[config.mk]
export PLATFORM = sky130hd
export DESIGN_NAME = key_conditioner
export DESIGN_NICKNAME = d
export VERILOG_FILES = /design/src/rtl/key_conditioner.sv
export SDC_FILE = /design/constraint.sdc
export NUM_CORES = 1
export LEC_CHECK = 0
export ABC_AREA = 1
export CAP_MARGIN = 15
export CORE_ASPECT_RATIO = 2
export CORE_MARGIN = 1
export CORE_UTILIZATION = 50
export DETAILED_ROUTE_END_ITERATION = 7
export PLACE_DENSITY_LB_ADDON = 0.05
export SLEW_MARGIN = 20
export SYNTH_ARGS = -nofsm -noshare
export SYNTH_HDL_FRONTEND = slang
export SYNTH_SLANG_ARGS = --single-unit
[constraint.sdc]
create_clock -name clk -period 2 [get_ports clk]
set_input_delay 0.2 -clock clk [delete_from_list [all_inputs] [get_ports clk]]
set_output_delay 0.2 -clock clk [all_outputs]
set_load 0.1 [all_outputs]
[src/rtl/key_conditioner.sv]
// Raw DE2-115 KEY front end: 2-FF sync, per-key debounce, chord merge, and a
// single-cycle active-low event on btn per physical press.
module key_conditioner #(
    parameter int N_KEYS          = 4,
    parameter int DEBOUNCE_CYCLES = 1_000_000,
    parameter int COMBO_CYCLES    = 2_000_000
) (
    input  logic              clk,
    input  logic              rst,
    input  logic [N_KEYS-1:0] key_n,
    output logic [N_KEYS-1:0] btn,
    output logic              btn_valid,
    output logic [N_KEYS-1:0] key_stable,
    output logic              busy,
    output logic [1:0]        fsm_state
);

    localparam int WIN_MAX = (COMBO_CYCLES > DEBOUNCE_CYCLES + 2) ? COMBO_CYCLES
                                                                  : DEBOUNCE_CYCLES + 2;
    localparam int WW = $clog2(WIN_MAX + 1);
    localparam int CW = $clog2(DEBOUNCE_CYCLES + 1);

    localparam logic [CW-1:0] DB_LAST  = CW'(DEBOUNCE_CYCLES - 1);
    localparam logic [WW-1:0] WIN_REL  = WW'(DEBOUNCE_CYCLES + 1);
    localparam logic [WW-1:0] WIN_LAST = WW'(COMBO_CYCLES - 1);

    typedef enum logic [1:0] {
        WAIT_REL = 2'd0,
        IDLE     = 2'd1,
        COLLECT  = 2'd2,
        EMIT     = 2'd3
    } state_t;

    logic [N_KEYS-1:0] sync1;
    logic [N_KEYS-1:0] sync2;
    logic [CW-1:0]     cnt [N_KEYS];
    logic              cnt_idle;
    logic              quiet;

    state_t            state_q;
    logic [N_KEYS-1:0] chord;
    logic [WW-1:0]     win_cnt;

    always_ff @(posedge clk) begin
        if (rst) begin
            sync1      <= '1;
            sync2      <= '1;
            key_stable <= '1;
            for (int i = 0; i < N_KEYS; i++) cnt[i] <= '0;
        end else begin
            sync1 <= key_n;
            sync2 <= sync1;
            for (int i = 0; i < N_KEYS; i++) begin
                if (sync2[i] == key_stable[i]) begin
                    cnt[i] <= '0;
                end else if (cnt[i] == DB_LAST) begin
                    key_stable[i] <= sync2[i];
                    cnt[i]        <= '0;
                end else begin
                    cnt[i] <= cnt[i] + CW'(1);
                end
            end
        end
    end

    // Quiet means nothing pressed, nothing in flight through sync, nothing mid-debounce.
    always_comb begin
        cnt_idle = 1'b1;
        for (int i = 0; i < N_KEYS; i++) begin
            if (cnt[i] != '0) cnt_idle = 1'b0;
        end
    end

    assign quiet = (&key_stable) & (&sync2) & cnt_idle;

    always_ff @(posedge clk) begin
        if (rst) begin
            state_q <= WAIT_REL;
            chord   <= '0;
            win_cnt <= '0;
        end else begin
            case (state_q)
                WAIT_REL: begin
                    if (!quiet) begin
                        win_cnt <= '0;
                    end else if (win_cnt == WIN_REL) begin
                        state_q <= IDLE;
                        win_cnt <= '0;
                    end else begin
                        win_cnt <= win_cnt + WW'(1);
                    end
                end
                IDLE: begin
                    if (key_stable != '1) begin
                        state_q <= COLLECT;
                        chord   <= ~key_stable;
                        win_cnt <= '0;
                    end
                end
                COLLECT: begin
                    // Released keys stay in the chord; new ones are OR-ed in.
                    chord <= chord | ~key_stable;
                    if (key_stable == '1 || win_cnt == WIN_LAST) begin
                        state_q <= EMIT;
                    end else begin
                        win_cnt <= win_cnt + WW'(1);
                    end
                end
                EMIT: begin
                    state_q <= WAIT_REL;
                    win_cnt <= '0;
                end
                default: begin
                    state_q <= WAIT_REL;
                    win_cnt <= '0;
                end
            endcase
        end
    end

    assign btn       = (state_q == EMIT) ? ~chord : '1;
    assign btn_valid = (state_q == EMIT);
    assign busy      = (state_q != IDLE);
    assign fsm_state = state_q;

endmodule

==> impl_metrics.py <==
metrics = {
    "yosys": {
        "yosysMostFrequentCell": "nand2_1",
        "synth_top_area_share_pct": 33.5,
        "synth_ff_type": "edfxtp_1",
        "synth_cells": 920,
        "yosysTopAreaCell": "edfxtp_1",
        "async_reset_ff_share_pct": 0,
        "synth_enable_flop_cells": 80,
        "synthTopCellsByCount": "nand2_1, nor2_1, inv_1",
        "synth_cell_types": 45,
        "avgSynthCellArea_um2": 7.79,
        "ys_warn_count": 0,
        "synth_area_um2": 7160,
        "yosys-top-cells-area": "edfxtp_1, dfxtp_1, nand2_1",
        "synth-seq-cells": 119,
        "seq_area_frac_synth_pct": 44.4,
    },
    "clock_network": {
        "cts.sinks": 119,
        "clock-root-buffer": "clkbuf_16",
        "cts_buffers": 17,
        "clock_latency_ns": 0.43,
        "clk_pin_slew_ns": 0.06,
        "holdBufCountCts": 0,
        "htree_levels": 4,
        "cts_max_path_buffers": 2,
        "cts_tree": "done",
    },
    "critical_path": {
        "crit_path_start_kind": "register",
        "cp_slowest_cell": "edfxtp_1",
        "worstSetupEndpointType": "register",
        "path_cells": "ha_2 -> nand2_2 -> inv_2 -> nand2_2 -> nor2_4 -> nand4_1 -> o211ai_1 -> buf_4 -> buf_6 -> nor3b_2",
        "rrSetupSlack_ns": 0.05,
        "timing.critical_path.mode_cell": "nand2_2",
        "crit_fanout": 5,
        "worstPathRequired_ns": 2.17,
        "arrival_ns": 2.12,
        "cpPeakStageDelay_ns": 0.38,
        "critical_path_class": "reg -> reg",
    },
    "power": {
        "seqPwrFrac_pct": 45.5,
        "power_leakage_nw": 3.66,
        "p_int_w": 0.00465,
        "ir_drop_v": 0.000600,
        "p_per_area_nw_per_um2": 670,
        "netSwitchingPower_w": 0.00146,
        "swShare_pct": 23.9,
        "p_clk_share_pct": 49.7,
        "report.power.total_w": 0.00611,
        "comb_power_share_pct": 4.9,
    },
    "sta": {
        "skew_ns": 0.0103,
        "hold_violations": 0,
        "max-slew-margin-rel_pct": 63.5,
        "rsz0062_at_grt": "yes",
        "worst_slew_pin_slew_ns": 0.543,
        "finalMaxSlewViolations": 0,
        "min_period_ns": 1.95,
        "max_freq_mhz": 513,
        "hold_slack_ns": 0.330,
        "post-route-period-util_pct": 97.5,
        "setup_violations": 0,
        "finalWorstSetupSlack_ns": 0.0497,
    },
    "drt": {
        "drc_errors": 0,
        "final_antenna_net_count": 0,
        "dr.pass1.iters": 7,
        "vias_per_cell": 5.03,
        "drt-initial-drc-count": 248,
        "drt_wl_total_um": 17900,
        "wl_per_cell_um": 14.0,
        "vias": 6442,
    },
    "floorplanning": {
        "core_area_um2": 14000,
        "initial_core_util_pct": 51.3,
        "die_y_um": 171,
        "io_pins": 18,
        "dieArea_um2": 14800,
        "die_w_um": 86.6,
        "row_count": 61,
    },
    "finish": {
        "num-fill-cells": 1279,
        "antennaDiodeCount": 0,
        "final_core_utilization_pct": 65.3,
        "syn2layout_area_growth_pct": 27.2,
        "fin_nets": 1099,
        "drive_above_1_share_pct": 21.1,
    },
    "place": {
        "dp_slack_ns": 0.0484,
        "gp_congestion": 0.854,
        "port-buffer-count": 17,
        "hpwl_um": 13100,
    },
    "grt": {
        "grt_overflow": 0,
        "antenna_found_initial": 0,
        "grt_pass1_vias": 6216,
        "grt_usage_pct": 25.0,
        "grt_first_pass_wirelength_um": 28300,
        "grt_start_max_net_pins": 22,
    },
    "hold_path": {
        "min_path_type": "in -> reg",
    },
    "run": {
        "drv_cap": 0,
    },
    "outcome": {
        "status": "finished, final reports clean",
    },
}
[registers in the layout, indices dropped and copies added, names as in the netlist]
signal and flops:
fsm_state 2, key_stable 4, cnt 80, sync1 4, chord 4, win_cnt 21, sync2 4
[kinds of logic (layout without fill, tap and decap cells)]
group / after synthesis / after routing / synth area share, %
and+or+nand+nor: 497 / 497 / 32.5
DFF: 119 / 119 / 44.4
other: 1 / 80 / 0.0523
buffers and inverters: 139 / 231 / 7.91
AOI/OAI and AO/OA: 126 / 126 / 9.66
xor gates and xnor gates: 23 / 23 / 2.81
adders and majority gates: 15 / 15 / 2.62
[routing by layer]
layer | vias up | track usage (%) | routed length (um)
met4 | 0 | 12.5 | 699
met2 | 137 | 49.1 | 10100
met3 | 57 | 3.98 | 521
li1 | 3289 | - | -
met1 | 2959 | 24.4 | 6630
met5 | - | 0 | 0
[repair_timing]
action / 4_1_cts / 5_1_grt
gates resized for setup: 0 / 55
setup buffers: 0 / 7
endpoints found under the setup margin: 0 / 52
[layout by cell type, fill, tap and decap left out, types with 20 or more instances in the layout]
cell type,n
a21oi_1,67
edfxtp_1,80
inv_1,103
nand2_1,174
nand3_1,53
clkbuf_16,20
buf_4,56
conb_1,80
dfxtp_1,33
nor2_2,24
nor3_1,31
nor2_1,119
[critical path: cells and delay by family (launching register included)]
family	cells	cell delay (ns)
compound gates	1	0.26
simple gates	5	0.45
fa+ha+maj	1	0.20
flops	1	0.38
buf+inv	3	0.40
[final cells by class]
| class | instances | area [um2] | area share [%] |
|---|---|---|---|
| clock buffer | 18 | 429 | 4.71 |
| clock inverter | 14 | 153 | 1.67 |
| inverter | 125 | 477 | 5.23 |
| multi-input combinational | 741 | 3940 | 43.2 |
| sequential | 119 | 3190 | 35.0 |
| tap | 189 | 236 | 2.59 |
| timing repair buffer | 74 | 693 | 7.60 |
[path summary, 6_finish.rpt]
kind	from	end	cells past startpoint
min reg2reg	sync1[0]$_SDFF_PP1_	sync2[0]$_SDFF_PP1_	1
max reg2reg	cnt[2][0]$_SDFFCE_PN0P_	cnt[2][19]$_SDFFCE_PN0P_	10
max	cnt[2][0]$_SDFFCE_PN0P_	cnt[2][19]$_SDFFCE_PN0P_	10
min	key_n[2]	sync1[2]$_SDFF_PP1_	2
[power by group through the flow]
stage	combinational [W]	sequential, W	clock [W]
6_report	0.000298	0.00278	0.00303
5_1_grt	0.000338	0.00279	0.00316
4_1_cts	0.000274	0.00278	0.00309
3_5_place_dp	0.000272	0.00283	0
3_3_place_gp	0.000270	0.00283	0
2_1_floorplan	0.000180	0.00281	0
[stage by stage]
stage | area (um2) | instances | setup TNS (ns)
after global routing | 9120 | 1280 | -0.775
after floorplan | 7490 | 999 | 0
after global placement | 8180 | 1236 | 0
after CTS | 8760 | 1268 | 0
after detailed placement | 8180 | 1236 | 0
final | 9120 | 1280 | 0
Note: power is estimated with default switching activity, not from simulation.
==> patch 1 (config.mk and constraints unchanged) <==
Set the parameter `N_KEYS` to 16 (it was 4).
--- a/src/rtl/key_conditioner.sv
+++ b/src/rtl/key_conditioner.sv
@@ -1,7 +1,7 @@
 // Raw DE2-115 KEY front end: 2-FF sync, per-key debounce, chord merge, and a
 // single-cycle active-low event on btn per physical press.
 module key_conditioner #(
-    parameter int N_KEYS          = 4,
+    parameter int N_KEYS          = 16,
     parameter int DEBOUNCE_CYCLES = 1_000_000,
     parameter int COMBO_CYCLES    = 2_000_000
 ) (
Interface: changed (resized btn, key_n and key_stable); port bits go from 18 to 54. No check against the original RTL was run, so the function may have changed too.
==> patch 1 against the original RTL <==
  * The flow now finishes with violations (setup timing)
  * Routed wire length grew to 4.0 times the old value
  * Sequential cell count up 288
  * Design area rose to 3.7 times the old value
  * Critical path depth grew 3
  * Synthesized cell count grew to 3.1 times the old value
  * Setup slack got worse by 0.25 ns
  * Maximum frequency shrank 11%
  * Synthesized area rose to 3.3 times the old value
  * Power rose to 3.1 times the old value
  * Clock power rose to 2.5 times the old value
  * First-iteration DRC count rose to 4.6 times the old value
  * Critical path type unchanged
  * Largest power group is now registers
==> patch 1: results (changes against the original RTL) <==
status finished with violations; failing checks setup timing; Max Clock Skew 0.0228 ns (+0.0126 ns); Setup TNS Final -7.20 ns (-7.20 ns); PortBufs 53 (+36); XOR/XNOR share of the synthesized area 2.51% (-0.31 points); Final GP Congestion 0.932 (+9.1%); synth unique cells 48 (+6.7%); total CTS buffers 40 (+23); Regs by FF count cnt: 320 flops, win_cnt: 21 flops; area share of fa/ha/maj cells after synthesis 2.08% (-0.54 points); first-pass GRT wire length 108000 um (+280%); multi-input combinational cell area 0.0135 sq mm (+240%); Pre-Repair DR Iteration Count 5 (-2); sequential area share after synthesis 48.5% (+4.0 points); syn_area_per_cell 8.09 sq um (+3.8%); WL final 71700 um (+300%); dpl cells 4297 (+250%); Non-Clock Inverter Count 422 (+240%); Setup-failing EPs final 81 (+81); FF-to-FF path depth 13 (+3); NonClk Buf Share 15.9% (+8.3 points); largest net degree at the start of global routing 68 (+210%); PnR worst setup slack -0.202 ns (-0.252 ns); DP Wirelength 53700 um (+310%); Leak 14.7 nW (+300%); Post-Place Setup Slack -0.440 ns (-0.488 ns); crit path launch cnt[1][61]$_SDFFCE_PP0P_; Finished Layout Cells 4496 (+250%); hold path start rst; gr usage total 29.1% (+4.2 points); share of cell area taken by multi-input logic gates 39.8% (-3.4 points); number of global-route vias before repair 22.6k (+260%); DR vias/cell 5.06 (+0.51%); count leader, synth nor2_1; number of synthesized flops with an enable pin 320 (+300%)
## patch 1: cell types whose count changed after synthesis, sizes merged, moves of 80 or more
cell	delta
inv	+297
o21ai	+80
a21oi	+106
edfxtp	+240
nor2	+400
nand2	+317
nand3	+93
## patch 1: layer usage
metal / wire, um / up-vias / GRT usage (%)
met4: 4900 / 0 / 17.2
met3: 2340 / 227 / 3.05
li1: - / 11200 / -
met1: 24700 / 10800 / 27.7
met2: 39800 / 482 / 58.5
met5: 0 / - / 0
## patch 1: final timing paths
check | endpoint | slack, ns
worst max-delay path | cnt[1][70]$_SDFFCE_PP0P_ | -0.20
worst min-delay path | chord[5]$_SDFFE_PP0P_ | 0.09
worst max register to register | cnt[1][70]$_SDFFCE_PP0P_ | -0.20
worst min register to register | sync2[7]$_SDFF_PP1_ | 0.41
## patch 1: worst max-delay path, delay by kind of cell, from the launching register on
kind,cells,cell delay [ns]
AOI/OAI and AO/OA,2,0.14
DFF,1,0.40
buffers and inverters,3,0.39
and+or+nand+nor,7,0.81
adders and majority gates,1,0.20
==> patch 2 (same settings) <==
Made on the original files. Add an input register stage for `key_n`, with the module's reset; this delays it by one clock.
--- a/src/rtl/key_conditioner.sv
+++ b/src/rtl/key_conditioner.sv
@@ -31,6 +31,16 @@
         EMIT     = 2'd3
     } state_t;
 
+    logic [N_KEYS-1:0] key_n_q;
+
+    always_ff @(posedge clk) begin
+        if (rst) begin
+            key_n_q <= '0;
+        end else begin
+            key_n_q <= key_n;
+        end
+    end
+
     logic [N_KEYS-1:0] sync1;
     logic [N_KEYS-1:0] sync2;
     logic [CW-1:0]     cnt [N_KEYS];
@@ -48,7 +58,7 @@
             key_stable <= '1;
             for (int i = 0; i < N_KEYS; i++) cnt[i] <= '0;
         end else begin
-            sync1 <= key_n;
+            sync1 <= key_n_q;
             sync2 <= sync1;
             for (int i = 0; i < N_KEYS; i++) begin
                 if (sync2[i] == key_stable[i]) begin
Function: no difference found for any inputs over 10 cycles, from zero or initial values and one cycle with rst high; that may be too few to reach the edited logic, so the function may still have changed.
==> patch 2 against the original RTL <==
  * Maximum frequency increased by 0.22%
  * Core utilization increased by 0.37 points
  * Critical endpoint is now cnt[1][16]$_SDFFCE_PN0P_
  * Power grew 5.8%
  * Synthesized cell count increased by 1.2%
  * Setup slack better by 0.0043 ns
  * Synthesized area increased by 0.73%
  * Routed wire length up 2.1%
  * Design area increased by 0.56%
  * Sequential cell count grew 4
  * Sequential share of layout area increased by 0.68 points
  * Count of clock-buffer cells in the layout is 1 lower
==> patch 2: results (changes against the original RTL) <==
syn_area_per_cell 7.75 sq um (-0.46%); Post-synth top cells nand2_1 (177), nor2_1 (138), inv_1 (128), edfxtp_1 (80), a21oi_1 (78); Final GP Congestion 0.919 (+7.6%); sequential area share after synthesis 45.2% (+0.79 points); DP Wirelength 14100 um (+7.5%); compound-gate portion of the synthesized area 10.8% (+1.2 points); status complete, no violations; worst reg2reg path endpoint cnt[1][16]$_SDFFCE_PN0P_; Regs by FF count cnt: 80 flops, win_cnt: 21 flops; synth unique cells 44 (-2.2%); reg2reg start cnt[1][1]$_SDFFCE_PN0P_; Pint 5.00 mW (+7.6%); largest net degree at the start of global routing 23 (+4.5%); XOR/XNOR share of the synthesized area 2.55% (-0.26 points); gr usage total 25.8% (+0.86 points); layout cells sized above 1 19.0% (-2.1 points); Post-Place Setup Slack -0.102 ns (-0.150 ns); Max Clock Skew 0.00943 ns (-0.000831 ns); M3 GR Usage 3.87% (-0.12 points); initial DRC count 309 (+25%); Hold Path Cell Cnt 3 (+1); Pre-Repair DR Iteration Count 5 (-2); layout net count 1118 (+1.7%); Leak 3.84 nW (+5.0%); synth top area cells edfxtp_1 (33%), dfxtp_1 (12%), nand2_1 (9.2%); fraction of registers with async set/reset 0% (unchanged); Critical Path Fanout Max 4 (-1); dpl cells 1248 (+0.97%); number of global-route vias before repair 6307 (+1.5%); met2 Use GR 51.8% (+2.7 points); placed instance area 0.00828 sq mm (+1.2%); DR vias/cell 5.00 (-0.67%); Fmax 0.514 GHz (+0.22%); area share of fa/ha/maj cells after synthesis 2.60% (-0.019 points); PortBufs 17 (unchanged); post-DR wirelength/cell 14.1 um (+0.62%); Worst VDD drop 660 uV (+10%); WL final 18300 um (+2.1%); M1 GR Usage 24.1% (-0.30 points); first-pass GRT wire length 29000 um (+2.4%); hold path start key_n[3]
## patch 2: routing by layer
layer / part of all wire [%] / vias up
met5: 0 / -
met4: 3.1 / 0
met3: 2.3 / 41
met2: 58 / 112
met1: 37 / 3020
li1: - / 3321
## patch 2: worst register-to-register path, cell delays in order (launching register included)
cell      delay, ns
edfxtp_1       0.38
ha_2           0.20
nand2_2        0.07
nor3_4         0.25
nand3b_1       0.18
nor2_2         0.17
nand3_2        0.13
nor2_4         0.17
nand2_1        0.06
nand2_1        0.05
nor2_1         0.03
## patch 2: what timing repair did
action | CTS | global route
gates resized for setup | 4 | 34
pin swaps | 0 | 14
setup endpoints to repair | 14 | 58
buffers inserted | 0 | 19
## patch 2: layout make-up
class / instances / area, sq um
fillers: 1241 / 4800
multi-input cells: 736 / 3790
flip-flops and latches: 123 / 3270
repair buffers: 83 / 723
inverters: 136 / 519
clock buffers: 17 / 425
well taps: 189 / 236
clock inverters: 15 / 196
## patch 2: power by group through the flow
stage | registers, mW | clock network (mW) | logic, mW
final | 2.87 | 3.26 | 0.339
after global routing | 2.88 | 3.41 | 0.388
after CTS | 2.87 | 3.30 | 0.316
after detailed placement | 2.92 | 0 | 0.312
after global placement | 2.92 | 0 | 0.310
after floorplan | 2.91 | 0 | 0.197
## patch 2: worst min-delay path by stage
| stage | to | slack [ns] |
|---|---|---|
| 3_5_place_dp | sync1[2]$_SDFF_PP1_ | 0.39 |
| 3_3_place_gp | sync1[3]$_SDFF_PP1_ | 0.39 |
| 5_1_grt | key_n_q[1]$_SDFF_PP0_ | 0.30 |
| 6_report | key_n_q[3]$_SDFF_PP0_ | 0.29 |
| 4_1_cts | key_n_q[3]$_SDFF_PP0_ | 0.28 |
| 2_1_floorplan | key_n_q[0]$_SDFF_PP0_ | 0.31 |
